**src/rtl/fetch_pkg.sv**
```systemverilog
// fetch_pkg: shared types and constants for the instruction fetch controller.
//   fetch_state_e : FSM encoding (IDLE / FETCH / HOLD)
//   ZERO_WORD     : value presented on instr_out / pc_out after reset
//   PC_STEP       : byte distance between sequential fetches
package fetch_pkg;

  typedef enum logic [1:0] {
    ST_IDLE  = 2'd0,
    ST_FETCH = 2'd1,
    ST_HOLD  = 2'd2
  } fetch_state_e;

  localparam logic [31:0] ZERO_WORD = 32'h0000_0000;
  localparam int unsigned PC_STEP   = 4;

endpackage

```
**src/rtl/fetch_skid_buffer.sv**
```systemverilog
// fetch_skid_buffer: one-entry holding slot for an instruction that returned
// while the fetch output was stalled.
//   clk, rst_n      : clock, asynchronous active-low reset
//   load_i          : capture data_i/pc_i and mark full
//   unload_i        : mark empty (entry has been moved to the output)
//   clear_i         : drop the entry (redirect); wins over load/unload
//   data_i, pc_i    : instruction word and its pc (+4) to capture
//   full_o          : entry present
//   data_o, pc_o    : stored instruction word and pc
module fetch_skid_buffer
  import fetch_pkg::*;
#(
  parameter int unsigned W = 32
) (
  input  logic         clk,
  input  logic         rst_n,
  input  logic         load_i,
  input  logic         unload_i,
  input  logic         clear_i,
  input  logic [W-1:0] data_i,
  input  logic [W-1:0] pc_i,
  output logic         full_o,
  output logic [W-1:0] data_o,
  output logic [W-1:0] pc_o
);

  logic         full_q;
  logic [W-1:0] data_q;
  logic [W-1:0] pc_q;

  always_ff @(posedge clk or negedge rst_n) begin
    if (!rst_n) begin
      full_q <= 1'b0;
      data_q <= W'(ZERO_WORD);
      pc_q   <= W'(ZERO_WORD);
    end else if (clear_i) begin
      full_q <= 1'b0;
    end else if (load_i) begin
      full_q <= 1'b1;
      data_q <= data_i;
      pc_q   <= pc_i;
    end else if (unload_i) begin
      full_q <= 1'b0;
    end
  end

  assign full_o = full_q;
  assign data_o = data_q;
  assign pc_o   = pc_q;

endmodule

```
**src/rtl/fetch_controller.sv**
```systemverilog
// fetch_controller: sequential instruction fetcher with redirect and a
// one-entry skid buffer behind a stallable output register.
//   clk, rst            : clock, asynchronous active-low reset
//   stall_in            : downstream frozen, presented instruction not consumed
//   branch_taken        : one-cycle redirect pulse to branch_address (word aligned)
//   mem_req, mem_addr   : read request / address to instruction memory
//   mem_ready, mem_rdata: request completion and returned instruction word
//   instr_valid, instr_out, pc_out : registered fetch result (pc_out = addr + 4)
//   fetch_busy          : request outstanding and not completing this cycle
//   dbg_state_o         : current FSM state
// Memory handshake: a request is live in every FETCH cycle with mem_addr held
// constant; the cycle with mem_ready=1 completes it and mem_rdata is taken in
// that same cycle. mem_ready outside FETCH is ignored.
module fetch_controller
  import fetch_pkg::*;
#(
  parameter int unsigned       ADDR_W   = 32,
  parameter logic [ADDR_W-1:0] RESET_PC = '0
) (
  input  logic              clk,
  input  logic              rst,
  input  logic              stall_in,
  input  logic              branch_taken,
  input  logic [ADDR_W-1:0] branch_address,
  output logic              mem_req,
  output logic [ADDR_W-1:0] mem_addr,
  input  logic              mem_ready,
  input  logic [ADDR_W-1:0] mem_rdata,
  output logic              instr_valid,
  output logic [ADDR_W-1:0] instr_out,
  output logic [ADDR_W-1:0] pc_out,
  output logic              fetch_busy,
  output logic [1:0]        dbg_state_o
);

  fetch_state_e      state_q, state_d;
  logic [ADDR_W-1:0] fetch_pc_q, fetch_pc_d;
  logic [ADDR_W-1:0] instr_q, instr_d;
  logic [ADDR_W-1:0] pc_q, pc_d;
  logic [ADDR_W-1:0] target_q, target_d;
  logic              valid_q, valid_d;
  logic              pend_q, pend_d;

  logic              skid_load, skid_unload, skid_clear, skid_full;
  logic [ADDR_W-1:0] skid_data, skid_pc;

  logic [ADDR_W-1:0] branch_tgt;
  logic [ADDR_W-1:0] next_pc;
  logic              out_blocked;

  assign branch_tgt  = branch_address & ~ADDR_W'(2'b11);
  assign next_pc     = fetch_pc_q + ADDR_W'(PC_STEP);
  // Output holds a valid instruction that downstream will not take this cycle.
  assign out_blocked = valid_q && stall_in;

  always_comb begin
    state_d     = state_q;
    fetch_pc_d  = fetch_pc_q;
    instr_d     = instr_q;
    pc_d        = pc_q;
    target_d    = target_q;
    valid_d     = valid_q;
    pend_d      = pend_q;
    skid_load   = 1'b0;
    skid_unload = 1'b0;
    skid_clear  = 1'b0;

    case (state_q)
      ST_IDLE: begin
        state_d = ST_FETCH;
        if (branch_taken) fetch_pc_d = branch_tgt;
      end

      ST_FETCH: begin
        if (branch_taken && !mem_ready) begin
          // Address must stay put until memory answers; remember the target.
          pend_d     = 1'b1;
          target_d   = branch_tgt;
          valid_d    = 1'b0;
          skid_clear = 1'b1;
        end else if (branch_taken) begin
          fetch_pc_d = branch_tgt;
          pend_d     = 1'b0;
          valid_d    = 1'b0;
          skid_clear = 1'b1;
        end else if (pend_q) begin
          // Response belongs to the abandoned path: drop it, go to target.
          if (mem_ready) begin
            fetch_pc_d = target_q;
            pend_d     = 1'b0;
          end
        end else if (mem_ready) begin
          fetch_pc_d = next_pc;
          if (out_blocked) begin
            skid_load = 1'b1;
            state_d   = ST_HOLD;
          end else begin
            valid_d = 1'b1;
            instr_d = mem_rdata;
            pc_d    = next_pc;
          end
        end else if (!out_blocked) begin
          valid_d = 1'b0;
        end
      end

      ST_HOLD: begin
        if (branch_taken) begin
          fetch_pc_d = branch_tgt;
          valid_d    = 1'b0;
          skid_clear = 1'b1;
          state_d    = ST_FETCH;
        end else if (!stall_in) begin
          valid_d     = skid_full;
          instr_d     = skid_data;
          pc_d        = skid_pc;
          skid_unload = 1'b1;
          state_d     = ST_FETCH;
        end
      end

      default: state_d = ST_IDLE;
    endcase
  end

  always_ff @(posedge clk or negedge rst) begin
    if (!rst) begin
      state_q    <= ST_IDLE;
      fetch_pc_q <= RESET_PC;
      instr_q    <= ADDR_W'(ZERO_WORD);
      pc_q       <= ADDR_W'(ZERO_WORD);
      target_q   <= RESET_PC;
      valid_q    <= 1'b0;
      pend_q     <= 1'b0;
    end else begin
      state_q    <= state_d;
      fetch_pc_q <= fetch_pc_d;
      instr_q    <= instr_d;
      pc_q       <= pc_d;
      target_q   <= target_d;
      valid_q    <= valid_d;
      pend_q     <= pend_d;
    end
  end

  fetch_skid_buffer #(.W(ADDR_W)) u_skid (
    .clk      (clk),
    .rst_n    (rst),
    .load_i   (skid_load),
    .unload_i (skid_unload),
    .clear_i  (skid_clear),
    .data_i   (mem_rdata),
    .pc_i     (next_pc),
    .full_o   (skid_full),
    .data_o   (skid_data),
    .pc_o     (skid_pc)
  );

  assign mem_req     = (state_q == ST_FETCH);
  assign mem_addr    = fetch_pc_q;
  assign instr_valid = valid_q;
  assign instr_out   = instr_q;
  assign pc_out      = pc_q;
  assign fetch_busy  = (state_q == ST_FETCH) && !mem_ready;
  assign dbg_state_o = state_q;

endmodule
```
**config.mk**
```make
export PLATFORM = sky130hd
export DESIGN_NAME = fetch_controller
export DESIGN_NICKNAME = d
export VERILOG_FILES = /design/src/rtl/fetch_pkg.sv /design/src/rtl/fetch_skid_buffer.sv /design/src/rtl/fetch_controller.sv
export SDC_FILE = /design/constraint.sdc
export NUM_CORES = 1
export LEC_CHECK = 0
export CAP_MARGIN = 20
export CORE_MARGIN = 2
export CORE_UTILIZATION = 50
export CTS_BUF_LIST = sky130_fd_sc_hd__clkbuf_8
export DETAILED_ROUTE_END_ITERATION = 10
export PLACE_DENSITY_LB_ADDON = 0.1
export SETUP_SLACK_MARGIN = 0.5
export SLEW_MARGIN = 20
export SYNTH_ARGS = -nofsm -noshare
export SYNTH_HDL_FRONTEND = slang
export SYNTH_SLANG_ARGS = --single-unit
```
**constraint.sdc**
```tcl
create_clock -name clk -period 6.2 [get_ports clk]
set_input_delay 1.24 -clock clk [delete_from_list [all_inputs] [get_ports clk]]
set_output_delay 1.24 -clock clk [all_outputs]
set_load 0.1 [all_outputs]
```
# --- Yosys cells after proc, flatten, opt, wreduce, memory -nomap -nowiden ---
# Index checks and enable logic that the tools add are counted.
word_totals:
  regBits: 195
  inputBits: 69
classes:
  addsub: 1
  eq_ne: 15
  muxes: 59
  bitwise_logic: 1
  reduce_logical: 15
op_table:
  columns: ["op", "n"]
  rows:
  - ["$mux 32", 20]
  - ["$pmux 32 s2", 3]
  - ["$add 32x3->32 const B", 1]
  - ["$mux 1", 26]
  - ["$mux 2", 7]
  - ["$ne 2x2->1 const B", 6]
  - ["$ne 4x3->1 const B", 2]
  - ["$reduce_and 4->1", 2]
  - ["$reduce_and 8->1", 1]
  - ["$ne 2x1->1 const B", 3]
  - ["$pmux 2 s3", 1]
  - ["$reduce_and 6->1", 1]
  - ["$pmux 1 s2", 2]
  - ["$reduce_and 2->1", 2]
  - ["$reduce_bool 2->1", 2]
  - ["$logic_and 1x1->1", 3]
  - ["$ne 3x2->1 const B", 1]
  - ["$ne 3x3->1 const B", 1]
  - ["$reduce_bool 3->1", 1]
  - ["$eq 2x1->1 const B", 1]
  - ["$eq 2x2->1 const B", 1]
  - ["$logic_not 2->1", 1]
  - ["$reduce_or 2->1", 1]
  - ["$logic_not 1->1", 1]
  - ["$not 1->1", 1]

# --- Depth between registers and ports, before layout ---
depth:
  word_depth: 9
  depth_mapped: 9
  ltp_nobuf: 8

# --- Cells and area by module ---
# A second synthesis with hierarchy kept.
hier_totals:
  cells_unflattened: 880
  area_unflattened_um2: 9724.3
by_module_without_submodules:
  columns: ["module", "instances", "cells_per_inst", "area_each_um2", "seq_area_each_um2"]
  rows:
  - ["fetch_controller", 1, 740, 6982.9, 3203.1]
  - ["fetch_skid_buffer", 1, 140, 2741.4, 1626.6]

# --- Least setup slack after synthesis ---
# OpenSTA, ideal clock, no wires.
synth_path:
  path_kind: "reg2out"
  startpoint: "register state_q[0] (netlist: dbg_state_o[0])"
  endpoint: "output port fetch_busy"
  arrival_ns: 2.960
  path_slack_ns: 2.000
  stages_incl_launch_ff: 5
  path_buffers: 1
  cell_sequence: "dfrtp_1 -> ha_1 -> clkbuf_1 -> nand2b_1 -> inv_1"
synth_via:
  elab_chain_len: 2
synth_lines:
  columns: ["item", "line_no", "text"]
  rows:
  - ["from (decl)", "fetch_controller.sv:36", "fetch_state_e state_q, state_d;"]
  - ["from (signal assigned)", "fetch_controller.sv:136", "state_q <= state_d;"]
  - ["$eq 2x1->1", null, null]
  - ["net mem_req", "fetch_controller.sv:25", "output logic mem_req,"]
  - ["$logic_and 1x1->1", "fetch_controller.sv:164", "assign fetch_busy = (state_q == ST_FETCH) && !mem_ready;"]
  - ["to (decl)", "fetch_controller.sv:32", "output logic fetch_busy,"]
# The timed path passes the listed nets, and every way through them passes these cells.

# --- Worst setup path after layout ---
layout_path:
  startpoint: "input port mem_ready"
  endpoint: "output port fetch_busy"
layout_via:
  elab_chain_len: 2
layout_lines:
  columns: ["item", "line_no", "text"]
  rows:
  - ["from (decl)", "fetch_controller.sv:27", "input logic mem_ready,"]
  - ["$logic_not 1->1", "fetch_controller.sv:164", null]
  - ["$logic_and 1x1->1", "fetch_controller.sv:164", null]
# No other way between the ends.

==> impl_metrics.toml <==
[worst_hold_path]
hp-class = "reg -> reg"

[sta]
finalCritPeriodShare_pct = 71.54
rsz0062_at_grt = "no"
finalSetupViolations = 0
timing.setup.tns_ns = 0
slew_headroom_pct = 30.19
finalCriticalPeriod_ns = 4.435
finalClockSkew_ns = 0.01709
worst_slew_pin_slew_ns = 1.044
max_freq_ghz = 0.2255
drv_slew = 0
hold_violations = 0

[global_route]
grt_max_degree = 102
grt_overflow = 0
grt_pass1_wl_um = 36490
grtUsageTotal_pct = 23.54
antenna_found_initial = 0
grt_pass1_vias = 6848

[clock_network]
holdBufCountCts = 0
post_cts_buffers = 0
cts_resized = 0
clock_tree.root_cell = "clkbuf_8"
clk_pin_slew_ns = 0.10
htreeDepth = 4
cts.sinks = 189
clk_latency_ns = 0.49
cts_made_buffers = 17
cts_tree = "yes"
cts_buffer_depth = 2

[logic_synthesis]
ys_warn_count = 0
yosysSeqAreaShare_pct = 51.51
yosysUniqueCellTypes = 61
async_flop_share_pct = 100.0
syn_area_sq_um = 9183
ys.flop_type = "dfrtp_1"
syn_area_per_cell_sq_um = 10.43
ys_seq_elements = 189
synth_edf_count = 0
postSynthCellCount = 880

[cells_and_area]
fillers = 1527
layout_commonest_cell = "dfrtp_1"
area.growth.synth_to_final_pct = 23.74
nets = 1084
n_antenna_cell = 0
layout_common_cells = "189 x dfrtp_1, 162 x clkdlybuf4s50_1, 77 x nand2_1"
layout-drive-gt1-share_pct = 13.09

[status]
status = "complete, no violations"

[route]
drtIter0Drc = 357
dr.pass1.iters = 5
wirelength_um = 22370
post_drt_wl_per_cell_um = 17.85
avgViaCountPerCell = 5.685
ant_nets = 0
drc = 0
num_vias = 7123

[critical_path]
path_cells = "clkdlybuf4s50_1, nand2b_1, inv_1, clkdlybuf4s50_1"
crit_path_top_delay_cell = "clkdlybuf4s50_1"
cpMostUsedCell = "clkdlybuf4s50_1"
cp-end-kind = "output port"
path_max_fanout = 5
critPathKind = "in -> out"
start_kind = "primary input"
crit_buf_inv = 3
crit_family = "buffers and inverters"
worstPathRequired_ns = 4.96
max_stage_delay_ns = 1.13
arrival_ns = 3.20

[die]
die_h_um = 139.5
ios = 170
rows = 49
start_util_pct = 51.12
die-area_sq_um = 19460
die_w_um = 139.5
core_sq_um = 17960

[place]
gp_congestion = 0.8148
portBuffers = 163
dpl.hpwl_um = 14880

[flow_run]
drv_cap = 0
area by class of cell:
| class | instances | area, sq um | area share (%) |
|---|---|---|---|
| Sequential cell | 189 | 4730 | 41.63 |
| Multi-Input combinational cell | 612 | 4114 | 36.21 |
| Timing Repair Buffer | 174 | 1718 | 15.12 |
| Tap cell | 229 | 286.5 | 2.522 |
| Clock buffer | 18 | 247.7 | 2.180 |
| Clock inverter | 14 | 202.7 | 1.784 |
| Inverter | 17 | 63.81 | 0.5616 |
sequential cells by signal, indices dropped and copies added (netlist names):
name           count
dbg_state_o        2
target_q          30
instr_valid        1
instr_out         32
pend_q             1
mem_addr          30
u_skid.data_o     32
pc_out            30
u_skid.pc_o       30
u_skid.full_o      1
cells in the mapped netlist (4+ instances only):
cell type    n  area share (%)
dfrtp_1    189              52
nand2_1     77             3.1
nor2_1      71             2.9
mux2_2      70             8.6
o21ai_0     69             3.8
a21oi_1     67             3.7
mux2i_1     44             4.8
buf_2       28             1.5
clkbuf_1    22            0.90
and3_1      19             1.3
nand3_1     18            0.98
inv_1       16            0.65
nand4_1     14            0.95
xnor2_1     14             1.3
o22ai_1     12            0.82
nor3_1      11            0.60
a221oi_1    10            0.95
buf_4        8            0.65
o31a_1       8            0.76
buf_1        7            0.29
nand2b_1     7            0.48
nand3b_1     7            0.57
o211ai_1     7            0.57
xor2_1       7            0.67
and4_1       6            0.57
nor4_1       6            0.41
a31oi_1      4            0.27
and2_1       4            0.27
ha_1         4            0.55
o21a_1       4            0.33
o221ai_1     4            0.38
worst min-delay path: stages, from the launching register on:
cell and delay, ns:
dfrtp_1 0.35, nand2_1 0.05, nand2_1 0.05
cell families (layout without fill, tap and decap cells):
kind of cell	after synthesis	in the layout	synth area share, %
mux	114	114	13.38
compound gates	212	212	14.14
fa+ha+maj	4	4	0.5451
other cells	1	4	0.04084
simple gates	257	257	14.32
xor+xnor	21	21	2.003
flops	189	189	51.51
buf+inv	82	223	4.061
final timing paths:
kind | slack, ns | depth (start not counted) | to | startpoint
worst max-delay path | 1.76 | 4 | fetch_busy | mem_ready
worst min-delay path | 0.47 | 2 | pc_out[21] | pc_out[21]
worst max register to register | 2.93 | 7 | mem_addr[15] | dbg_state_o[0]
worst min register to register | 0.47 | 2 | pc_out[21] | pc_out[21]
max in group asynchronous | 4.18 | 2 | u_skid.pc_o[10] | rst
min in group asynchronous | 0.83 | 1 | instr_out[22] | rst
through the flow:
stage | std cells | hold WS (ns) | setup WS, ns | area, sq um | utilization [%]
floorplan | 883 | 0.4699 | 2.000 | 9194 | -
global placement | 1221 | 0.4567 | 1.766 | 10910 | 60.71
detailed placement | 1221 | 0.4587 | 1.772 | 10910 | 60.71
CTS | 1253 | 0.4807 | 1.771 | 11360 | 63.22
global route | 1253 | 0.5152 | 1.735 | 11360 | 63.25
finish | 1253 | 0.4723 | 1.765 | 11360 | 63.25
layer usage:
layer / GRT usage (%) / share of wire [%] / vias to the layer above
met5: 0 / 0 / -
met4: 7.230 / 1.5 / 0
met3: 4.474 / 5.4 / 28
met2: 35.58 / 45 / 204
met1: 34.65 / 48 / 3477
li1: - / - / 3414
Power is left out: the tool's default activity adds up to more than one toggle a clock period on the data nets, which glitch-free logic cannot reach.
